**src/rtl/mem_pkg.sv**
```systemverilog
// Shared definitions for the word-to-byte memory access controller:
// FSM state encoding, word geometry and the byte-counter type.
package mem_pkg;

    // Controller states. IDLE accepts requests, WRITE/READ stream the
    // four bytes, DONE presents the completion pulse for one cycle.
    typedef enum logic [1:0] {
        ST_IDLE  = 2'd0,
        ST_WRITE = 2'd1,
        ST_READ  = 2'd2,
        ST_DONE  = 2'd3
    } state_e;

    localparam int BYTES_PER_WORD = 4;

    // The counter must reach BYTES_PER_WORD (one extra load cycle to
    // capture the last byte), so it is one bit wider than the byte index.
    localparam int CNT_W = $clog2(BYTES_PER_WORD) + 1;

    typedef logic [CNT_W-1:0] cnt_t;

    // Index of the last byte strobe.
    localparam cnt_t CNT_LAST = cnt_t'(BYTES_PER_WORD - 1);
    // Load-only tail cycle in which the last read byte arrives.
    localparam cnt_t CNT_TAIL = cnt_t'(BYTES_PER_WORD);

    // Little-endian byte lane select of a 32-bit word.
    function automatic logic [7:0] word_byte(input logic [31:0] word,
                                             input logic [1:0]  idx);
        return word[{idx, 3'b000} +: 8];
    endfunction

endpackage

```
**src/rtl/mem_access_ctrl.sv**
```systemverilog
// Converts single-cycle 32-bit CPU loads/stores into four sequential
// byte accesses on a byte-wide memory. Byte 0 goes to the lowest address.
// All memory-side outputs, done_o, misalign_o and req_rdata_o are flops;
// only stall_o is combinational because the CPU must freeze in the same
// cycle that it presents an acceptable request.
module mem_access_ctrl
    import mem_pkg::*;
#(
    parameter int ADDR_WIDTH = 32
) (
    input  logic                  clk_i,
    input  logic                  rst_i,
    input  logic [ADDR_WIDTH-1:0] req_addr_i,
    input  logic [31:0]           req_wdata_i,
    input  logic                  req_read_i,
    input  logic                  req_write_i,
    output logic [31:0]           req_rdata_o,
    output logic                  stall_o,
    output logic                  done_o,
    output logic                  misalign_o,
    output logic [ADDR_WIDTH-1:0] mem_addr_o,
    output logic [7:0]            mem_wdata_o,
    output logic                  mem_read_o,
    output logic                  mem_write_o,
    input  logic [7:0]            mem_rdata_i
);

    // FSM and datapath state
    state_e                r_state;
    state_e                w_state_next;
    cnt_t                  r_cnt;
    cnt_t                  w_cnt_next;
    logic [ADDR_WIDTH-1:0] r_addr;
    logic [ADDR_WIDTH-1:0] w_addr_next;
    logic [31:0]           r_wdata;
    logic [31:0]           w_wdata_next;
    logic [31:0]           r_rbuf;
    logic [31:0]           w_rbuf_next;

    // Registered outputs
    logic [31:0]           r_rdata;
    logic [31:0]           w_rdata_next;
    logic [ADDR_WIDTH-1:0] r_mem_addr;
    logic [ADDR_WIDTH-1:0] w_mem_addr_next;
    logic [7:0]            r_mem_wdata;
    logic [7:0]            w_mem_wdata_next;
    logic                  r_mem_read;
    logic                  w_mem_read_next;
    logic                  r_mem_write;
    logic                  w_mem_write_next;
    logic                  r_done;
    logic                  w_done_next;
    logic                  r_misalign;
    logic                  w_misalign_next;

    // Request decode and counter-derived helpers
    logic                  w_req;
    logic                  w_aligned;
    cnt_t                  w_cnt_inc;
    logic [ADDR_WIDTH-1:0] w_addr_inc;
    logic [1:0]            w_cap_idx;

    assign w_req     = req_read_i | req_write_i;
    assign w_aligned = (req_addr_i[1:0] == 2'b00);
    assign w_cnt_inc = r_cnt + cnt_t'(1);
    // Address of the next strobe; wraps modulo 2^ADDR_WIDTH by width alone.
    assign w_addr_inc = r_addr + ADDR_WIDTH'(w_cnt_inc);
    // Read data lags its strobe by one cycle, so counter k captures byte k-1.
    assign w_cap_idx = r_cnt[1:0] - 2'd1;

    // Stall is held low throughout reset, even with a request pending.
    assign stall_o = rst_i &
                     (((r_state == ST_IDLE) && w_req && w_aligned) ||
                      (r_state == ST_WRITE) || (r_state == ST_READ));

    assign req_rdata_o = r_rdata;
    assign done_o      = r_done;
    assign misalign_o  = r_misalign;
    assign mem_addr_o  = r_mem_addr;
    assign mem_wdata_o = r_mem_wdata;
    assign mem_read_o  = r_mem_read;
    assign mem_write_o = r_mem_write;

    // State register
    // NOTE: sequential state uses non-blocking assignments so every flop
    // samples the pre-edge values regardless of block ordering.
    always_ff @(posedge clk_i or negedge rst_i) begin
        if (!rst_i) begin
            r_state <= ST_IDLE;
        end else begin
            r_state <= w_state_next;
        end
    end

    // Next-state and next-output logic for every registered signal
    always_comb begin
        // NOTE: every target gets a default before the case statement so no
        // path can leave a variable unassigned and infer a latch.
        w_state_next     = r_state;
        w_cnt_next       = r_cnt;
        w_addr_next      = r_addr;
        w_wdata_next     = r_wdata;
        w_rbuf_next      = r_rbuf;
        w_rdata_next     = r_rdata;
        w_mem_addr_next  = r_mem_addr;
        w_mem_wdata_next = r_mem_wdata;
        w_mem_read_next  = 1'b0;
        w_mem_write_next = 1'b0;
        w_done_next      = 1'b0;
        w_misalign_next  = 1'b0;

        case (r_state)
            ST_IDLE: begin
                if (w_req && w_aligned) begin
                    // Latch the request; byte 0 is issued on the accept edge.
                    w_addr_next     = req_addr_i;
                    w_wdata_next    = req_wdata_i;
                    w_cnt_next      = '0;
                    w_mem_addr_next = req_addr_i;
                    if (req_write_i) begin
                        // A store wins when both request lines are high.
                        w_state_next     = ST_WRITE;
                        w_mem_write_next = 1'b1;
                        w_mem_wdata_next = req_wdata_i[7:0];
                    end else begin
                        w_state_next    = ST_READ;
                        w_mem_read_next = 1'b1;
                    end
                end else if (w_req) begin
                    w_misalign_next = 1'b1;
                end
            end

            ST_WRITE: begin
                if (r_cnt == CNT_LAST) begin
                    w_state_next = ST_DONE;
                    w_done_next  = 1'b1;
                end else begin
                    w_cnt_next       = w_cnt_inc;
                    w_mem_write_next = 1'b1;
                    w_mem_addr_next  = w_addr_inc;
                    w_mem_wdata_next = word_byte(r_wdata, w_cnt_inc[1:0]);
                end
            end

            ST_READ: begin
                if (r_cnt == CNT_TAIL) begin
                    // Last byte goes straight into the result register.
                    w_state_next = ST_DONE;
                    w_done_next  = 1'b1;
                    w_rdata_next = {mem_rdata_i, r_rbuf[23:0]};
                end else begin
                    if (r_cnt != '0) begin
                        w_rbuf_next[{w_cap_idx, 3'b000} +: 8] = mem_rdata_i;
                    end
                    w_cnt_next = w_cnt_inc;
                    if (r_cnt != CNT_LAST) begin
                        w_mem_read_next = 1'b1;
                        w_mem_addr_next = w_addr_inc;
                    end
                end
            end

            ST_DONE: begin
                // Any request seen here is ignored; it is re-evaluated in IDLE.
                w_state_next = ST_IDLE;
            end

            default: begin
                w_state_next = ST_IDLE;
            end
        endcase
    end

    // Datapath and registered outputs
    // NOTE: every register here is a small flop (no memory array), so all
    // of them are reset; an asynchronous reset also kills strobes mid-transfer.
    always_ff @(posedge clk_i or negedge rst_i) begin
        if (!rst_i) begin
            r_cnt       <= '0;
            r_addr      <= '0;
            r_wdata     <= '0;
            r_rbuf      <= '0;
            r_rdata     <= '0;
            r_mem_addr  <= '0;
            r_mem_wdata <= '0;
            r_mem_read  <= 1'b0;
            r_mem_write <= 1'b0;
            r_done      <= 1'b0;
            r_misalign  <= 1'b0;
        end else begin
            r_cnt       <= w_cnt_next;
            r_addr      <= w_addr_next;
            r_wdata     <= w_wdata_next;
            r_rbuf      <= w_rbuf_next;
            r_rdata     <= w_rdata_next;
            r_mem_addr  <= w_mem_addr_next;
            r_mem_wdata <= w_mem_wdata_next;
            r_mem_read  <= w_mem_read_next;
            r_mem_write <= w_mem_write_next;
            r_done      <= w_done_next;
            r_misalign  <= w_misalign_next;
        end
    end

endmodule

```
**config.mk**
```make
export PLATFORM = sky130hd
export DESIGN_NAME = mem_access_ctrl
export DESIGN_NICKNAME = d
export VERILOG_FILES = /design/src/rtl/mem_pkg.sv /design/src/rtl/mem_access_ctrl.sv
export SDC_FILE = /design/constraint.sdc
export NUM_CORES = 1
export LEC_CHECK = 0
export ABC_AREA = 1
export CAP_MARGIN = 20
export CORE_MARGIN = 8
export CORE_UTILIZATION = 40
export DETAILED_ROUTE_END_ITERATION = 10
export HOLD_SLACK_MARGIN = 0.06
export PLACE_DENSITY_LB_ADDON = 0.15
export SLEW_MARGIN = 20
export SYNTH_ARGS = -nofsm -noshare
export SYNTH_HDL_FRONTEND = slang
export SYNTH_SLANG_ARGS = --single-unit
```
**constraint.sdc**
```tcl
create_clock -name clk_i -period 3.43 [get_ports clk_i]
set_input_delay 0.343 -clock clk_i [delete_from_list [all_inputs] [get_ports clk_i]]
set_output_delay 0.343 -clock clk_i [all_outputs]
set_load 0.01 [all_outputs]
```
# After elaboration in Yosys (flattened, before gate mapping)
# Cells that the tools add are included.
# word_totals
register_bits,177
elab_cells,86
inputBits,76
# op_classes
n_eq_ne,13
shift,3
n_bitwise,3
addsub,4
reduce_logical,17
muxes,34
# op_table
operator,count
2-to-1 mux 32 bit,4
one-hot mux 32 bit (3 select lines),1
adder 32 x 3 -> 32 bit,1
bitwise mux 32 bit,1
variable shift 8 x 7 -> 32 bit (first input constant),1
variable part select 32 x 6 -> 8 bit,1
variable part select 8 x 7 -> 32 bit,1
2-to-1 mux 8 bit,3
one-hot mux 8 bit (2 select lines),1
2-to-1 mux 1 bit,12
2-to-1 mux 3 bit,3
one-hot mux 3 bit (3 select lines),1
2-to-1 mux 2 bit,4
!= test 2 x 1 -> 1 bit (second input constant),4
one-hot mux 2 bit (4 select lines),1
AND reduction 4 bit,2
negation 5 -> 7 bit,1
!= test 2 bit (second input constant),3
one-hot mux 1 bit (2 select lines),3
AND reduction 3 bit,2
nonzero test 3 bit,2
AND reduction 5 bit,1
== test 2 bit (second input constant),2
logical NOT 2 bit,2
other kinds (13),17

# Depth between registers and ports, before layout
# Gate-level depths: netlist of run 1.
# logic_depth
ltp_word,6
ltp_mapped,16
depth_no_buf,14

# Worst setup path after synthesis of run 1
# No wires, ideal clock.
# synth_timing
kind,register to register
from,reg r_cnt[0]
to,"reg r_mem_addr[24], in the netlist mem_addr_o[24]"
arrival_time_ns,2.493
synth_period_minus_slack_ns,2.610
path_slack_ns,0.820
setup_ns,0.117
path_stages_with_launch,17
path_cell_list,dfrtp_1 -> buf_2 -> inv_1 -> ha_1 -> buf_2 -> inv_1 -> fa_1 -> inv_1 -> nand2_1 -> nand2_1 -> nand2_1 -> nor2_1 -> nand2_1 -> nand2_1 -> nand3_1 -> nand2_1 -> nand2_1
# synth_between
elab_chain_cells,5
elab_cells_between_ends,13
cone_classes,2 x add/sub; 6 x eq/ne; 4 x mux; 1 x reduce/logical
# synth_rtl
element,line_no,source
start: declaration,mem_access_ctrl.sv:31,cnt_t r_cnt;
start signal: assignment,mem_access_ctrl.sv:192,r_cnt <= w_cnt_next;
adder 3 x 1 -> 3 bit,mem_access_ctrl.sv:65,assign w_cnt_inc = r_cnt + cnt_t'(1);
adder 32 x 3 -> 32 bit,mem_access_ctrl.sv:67,assign w_addr_inc = r_addr + ADDR_WIDTH'(w_cnt_inc);
2-to-1 mux 32 bit,mem_access_ctrl.sv:157,if (r_cnt != CNT_LAST) begin
2-to-1 mux 32 bit,mem_access_ctrl.sv:147,if (r_cnt == CNT_TAIL) begin
one-hot mux 32 bit (3 select lines),mem_access_ctrl.sv:112,case (r_state)
end signal: assignment,mem_access_ctrl.sv:197,r_mem_addr <= w_mem_addr_next;
end: declaration,mem_access_ctrl.sv:43,logic [ADDR_WIDTH-1:0] r_mem_addr;
# Several ways; a longest one is shown, not always the timed one. The select of a mux whose other input is x is not followed.
# A chain may end at the register's enable or synchronous reset.

# Final worst setup path of run 1
# layout_timing
from,reg r_cnt[0]
to,"reg r_mem_addr[17], in the netlist mem_addr_o[17]"
# The elaborated chain is that of the path after synthesis.

==> impl_metrics.ini, run 1 <==
[status]
status = complete, no violations

[clock_network]
htreeDepth = 4
cts_hold_buf = 0
cts_tree = done
cts_setup_buffers = 0
cts.sinks = 169
insertion_delay_ps = 430
clockRootBuffer = clkbuf_16
path_clk_slew_ps = 70
cts_buffers = 17
cts_max_path_buffers = 2
cts.repair.resized = 0

[die]
die_x_um = 160.3
start_util = 0.4014
core_um2 = 20760
ios = 153
rows = 53
dieArea_um2 = 25700
fp.dieH_um = 160.3

[sta]
worst_pin_slew_ps = 946.4
finalSetupViolCount = 0
relSlewSlack = 0.3691
finalCritPeriodShare = 0.8624
tns_ps = 0
worst_slack_ps = 471.9
slew_violations = 0
hold_violations = 0
grt_setup_unrepaired = false
max_freq_mhz = 338.1
finClkSkew_ps = 6.752
min_period_ps = 2958

[final_layout]
final_cell_mix = nand2_1 (381), dfrtp_1 (169), clkdlybuf4s50_1 (151)
drive_above_1_share = 0.06922
syn_to_final_growth_pct = 28.11
seqCellArea_um2 = 4229
final_common_cell = nand2_1
multiInputGateArea_um2 = 3507
n_antenna_cell = 0
nets = 1306
fin_area_um2 = 10670
fillCellCount = 1974

[yosys]
ys_async_sr_fraction = 1.000
seq_area_frac_synth = 0.5076
synthDominantCellAreaShare = 0.5076
yosys_warnings = 0
postSynthCellCount = 1077
synth_fp_nets = 1168
synthTopCellsByArea = dfrtp_1 (51%), nand2_1 (17%), o21ai_0 (6.0%), nor2_1 (4.7%), inv_1 (4.6%)
synth_edf_count = 0
ys_seq_elements = 169
ys_types = 30
synth_largest_area_cell = dfrtp_1
avgSynthCellArea_um2 = 7.736
syn_area_um2 = 8332
ys.flop_type = dfrtp_1

[power]
p_sw_mw = 4.075
p_int_mw = 5.993
pwr-share-seq = 0.355
p_comb_frac = 0.451
power.leakage_nw = 4.898
pwr-share-clk = 0.194
ir_worst_vdd_mv = 0.4001
powerDensity_nw_per_um2 = 943.3
switching_share = 0.4048

[route]
routed_wl_um = 23300
via_per_inst = 4.816
route.detailed.drc = 0
drt-initial-drc-count = 561
drt-pass1-iter-count = 5
dr_total_vias = 7238
ant_nets = 0
post_drt_wl_per_cell_um = 15.50

[min_path]
holdCritPathClass = input pin to async pin

[placement]
place_congestion = 0.9266
place_ws_ps = 494.7
io_buffers = 152
placed_area_um2 = 10080
hpwl_um = 16880

[run]
maxCapViolCount = 0

[setup_path]
cp_data_required_time_ps = 3760
end_kind = flop
path_class = flop to flop
worstPathMaxFanout = 19
rr_startpoint = r_cnt[0]
cp-startpoint = r_cnt[0]
worstPathArrival_ps = 3290
start_kind = flop

[grt]
antenna_found_initial = 0
grt_pass1_wl_um = 38210
grt_start_max_net_pins = 170
globalRouteTotalUtil = 0.1851
grt_pass1_vias = 7028
gr-total-overflow = 0
-- cells by family after synthesis --
logic type / after synthesis / synth area share
compound gates: 164 / 0.1059
buf+inv: 146 / 0.07298
xor+xnor: 3 / 0.003154
flops: 169 / 0.5076
fa+ha+maj: 15 / 0.02343
simple gates: 572 / 0.2762
mux: 8 / 0.01081
-- synth_stat cells, types with 3 or more instances --
library cell / number
o21ai_0: 100
a21oi_1: 21
buf_4: 7
mux2_2: 8
buf_2: 13
inv_1: 101
nor2_1: 105
nand2_1: 381
o22ai_1: 3
o21ai_1: 21
o211ai_1: 15
nand3_1: 55
ha_1: 14
dfrtp_1: 169
nor2_2: 24
xor2_1: 3
clkbuf_1: 21
-- final cells by class --
type,instances,area share
sequential,169,0.3962
multi-input combinational,762,0.3286
timing repair buffer,163,0.1516
clock buffer,18,0.04021
inverter,102,0.03610
tap,275,0.03224
clock inverter,14,0.01512
-- sequential cells by signal, summed over array words and instances (netlist names) --
name / count
req_rdata_o: 32
r_wdata: 32
mem_write_o: 1
mem_addr_o: 32
mem_wdata_o: 8
r_addr: 32
r_state: 2
r_cnt: 3
misalign_o: 1
r_rbuf: 24
mem_read_o: 1
done_o: 1
-- critical path, cell delays in order (launching register included) --
cell,delay (ps)
dfrtp_1,640
inv_1,280
ha_1,360
buf_4,220
ha_1,310
nand2_1,50
nand2_1,100
nand3_1,180
nor2_1,330
nand3_1,110
nand2_1,80
nand2_1,50
nand2_1,90
nand2_1,40
-- power groups by stage --
stage	registers, mW	logic (mW)	clock network [mW]
2_1_floorplan	3.65	2.64	0
3_3_place_gp	3.59	4.57	0
3_5_place_dp	3.60	4.60	0
4_1_cts	3.58	4.63	1.99
5_1_grt	3.71	5.15	2.07
6_report	3.58	4.54	1.95
-- metrics by stage --
| stage | power [mW] | utilization | cells | hold slack [ps] |
|---|---|---|---|---|
| 2_1_floorplan | 6.291 | - | 1077 | 47.41 |
| 3_3_place_gp | 8.160 | 0.4858 | 1471 | 451.9 |
| 3_5_place_dp | 8.206 | 0.4858 | 1471 | 454.1 |
| 4_1_cts | 10.20 | 0.5143 | 1503 | 152.6 |
| 5_1_grt | 10.93 | 0.5143 | 1503 | 116.5 |
| 6_report | 10.07 | 0.5143 | 1503 | 39.58 |
-- per-layer routing --
layer	up-vias	global-route usage	routed length (um)
li1	3666	-	-
met1	3357	0.2688	11670
met2	194	0.2696	9989
met3	21	0.04377	1330
met4	0	0.05140	312
met5	-	0	0
-- path summary, 6_finish.rpt --
kind	end	slack [ps]	cells past startpoint
setup / recovery	mem_addr_o[17]	470	13
hold / removal	mem_wdata_o[5]	40	2
setup reg to reg	mem_addr_o[17]	470	13
hold reg to reg	r_wdata[25]	470	2
max in group asynchronous	mem_addr_o[10]	2670	2
min in group clk_i	r_wdata[16]	440	3
No activity file was read; power rests on OpenSTA's default activity.
==> inputs of run 2 (changes only) <==
Settings changed: CORE_MARGIN 8 to unset.
==> run 2 against run 1 <==
- maximum frequency is 15% higher
- hold slack better by 290 ps
- clock skew is 3.7 ps higher
==> impl_metrics.ini, run 2 (synthesized netlist as in run 1, its figures left out) <==
[final_layout]
final_cells = 1499
fillCellCount = 1988
finish.utilization = 0.5258
final_common_cell = nand2_1
syn_to_final_growth_pct = 28.10
n_antenna_cell = 0
drive_above_1_share = 0.06916
final_cell_mix = nand2_1 (381), dfrtp_1 (169), clkdlybuf4s50_1 (151)
nets = 1307

[die]
ios = 153
start_util = 0.4104
die_x_um = 146.3
rows = 52
core_um2 = 20300
fp.dieH_um = 146.3
dieArea_um2 = 21410

[clock_network]
cts_buffers = 17
htreeDepth = 4
cts.sinks = 169
cts_setup_buffers = 0
insertion_delay_ps = 440
cts.repair.resized = 0
cts_tree = done
cts_max_path_buffers = 2
clockRootBuffer = clkbuf_16
path_clk_slew_ps = 80

[setup_path]
worstPathBufferInverterCount = 2
cp_common_cell = nand2_1
path_class = flop to flop
cp_data_required_time_ps = 3750
critical-path-top-delay-family = simple AND/OR/NAND/NOR gates
worstPathArrival_ps = 2900
worstPathMaxFanout = 19
crit_chain = inv_1 -> ha_1 -> buf_4 -> ha_1 -> nand2_1 -> nand2_1 -> nand3_1 -> nor2_1 -> nand3_1 -> nand2_1 -> nand2_1 -> nand2_1 -> nand2_1
start_kind = flop
cp_slowest_cell = dfrtp_1
end_kind = flop
path_depth = 13
reg2reg_depth = 13
slowest_delay_ps = 400

[power]
powerDensity_nw_per_um2 = 938.3
pwr-share-clk = 0.189
p_int_mw = 5.882
ir_worst_vdd_mv = 0.4132
switching_share = 0.4126
power.leakage_nw = 4.910
p_sw_mw = 4.132
p_comb_frac = 0.455
pwr-share-seq = 0.356

[grt]
busiest_layer = met1
grt_pass1_wl_um = 36780
antenna_found_initial = 0
gr-total-overflow = 0
grt_pass1_vias = 6931
globalRouteTotalUtil = 0.2176
use_met3 = 0.03438
grt_use_met2 = 0.3190
grt_start_max_net_pins = 146
grt_util_met1 = 0.3350

[sta]
relSlewSlack = 0.3548
finClkSkew_ps = 10.49
grt_setup_unrepaired = false
max_freq_mhz = 387.4
finalSetupViolCount = 0
worst_pin_slew_ps = 967.7
tns_ps = 0
hold_violations = 0
finalCritPeriodShare = 0.7525
min_period_ps = 2581
slew_violations = 0

[placement]
place_congestion = 0.9056
place_inst = 1466
hpwl_um = 15850
io_buffers = 152

[route]
dr_total_vias = 7225
drt-initial-drc-count = 557
routed_wl_um = 22100
ant_nets = 0
drt-pass1-iter-count = 5
route.detailed.drc = 0
post_drt_wl_per_cell_um = 14.74
via_per_inst = 4.820

[run]
maxCapViolCount = 0

[status]
status = complete, no violations

[min_path]
holdCritPathClass = input pin to async pin
## run 2: cell types whose count changed in the layout (fill, tap and decap cells not counted)
| cell | previous run | this run |
|---|---|---|
| dlygate4sd3_1 | 0 | 1 |
| clkinvlp_4 | 4 | 0 |
| clkinv_8 | 0 | 4 |
| bufinv_16 | 2 | 0 |
| clkinv_4 | 1 | 2 |
| inv_8 | 2 | 3 |
## run 2: through the flow
stage          area [um^2]  worst slack (ps)  power, mW  hold WS [ps]
6_report             10670             848.9      10.01         331.7
5_1_grt              10670             608.6      10.85         339.9
3_5_place_dp         10080             861.6      8.178         225.5
4_1_cts              10670             848.2      10.11         332.4
2_1_floorplan         8332             820.0      6.291         47.41
3_3_place_gp         10080             934.7      8.127         226.2
## run 2: repair_timing
| item | CTS | global route |
|---|---|---|
| hold buffers | 1 | 0 |
| endpoints found under the setup margin | 0 | 0 |
| endpoints found under the hold margin | 24 | 0 |
## run 2: worst paths after layout
path	startpoint	endpoint	slack [ps]
max	r_cnt[0]	mem_addr_o[17]	850
max in group asynchronous	rst_i	r_addr[19]	2040
min in group clk_i	req_wdata_i[14]	r_wdata[14]	430
min	rst_i	req_rdata_o[14]	330
min reg2reg	r_wdata[24]	r_wdata[24]	470
max reg2reg	r_cnt[0]	mem_addr_o[17]	850
## run 2: power groups by stage
stage / Combinational (mW) / Sequential, mW / Clock (mW)
after floorplan: 2.64 / 3.65 / 0
after global placement: 4.55 / 3.58 / 0
after detailed placement: 4.59 / 3.58 / 0
after CTS: 4.62 / 3.56 / 1.93
after global routing: 5.14 / 3.69 / 2.02
final: 4.55 / 3.56 / 1.90
## run 2: area by class of cell
class                           count  area (um^2)  area share
Clock buffer                       18        429.2     0.04021
Inverter                          102        385.4     0.03611
Tap cell                          270        337.8     0.03165
Clock inverter                     14        156.4     0.01465
Timing Repair Buffer              164         1628      0.1525
Multi-Input combinational cell    762         3507      0.3286
Sequential cell                   169         4229      0.3963
## run 2: metal layers
metal / wire length [um] / part of all wire
met5: 0 / 0
met4: 213 / 0.0096
met3: 919 / 0.042
met2: 9531 / 0.43
met1: 11440 / 0.52
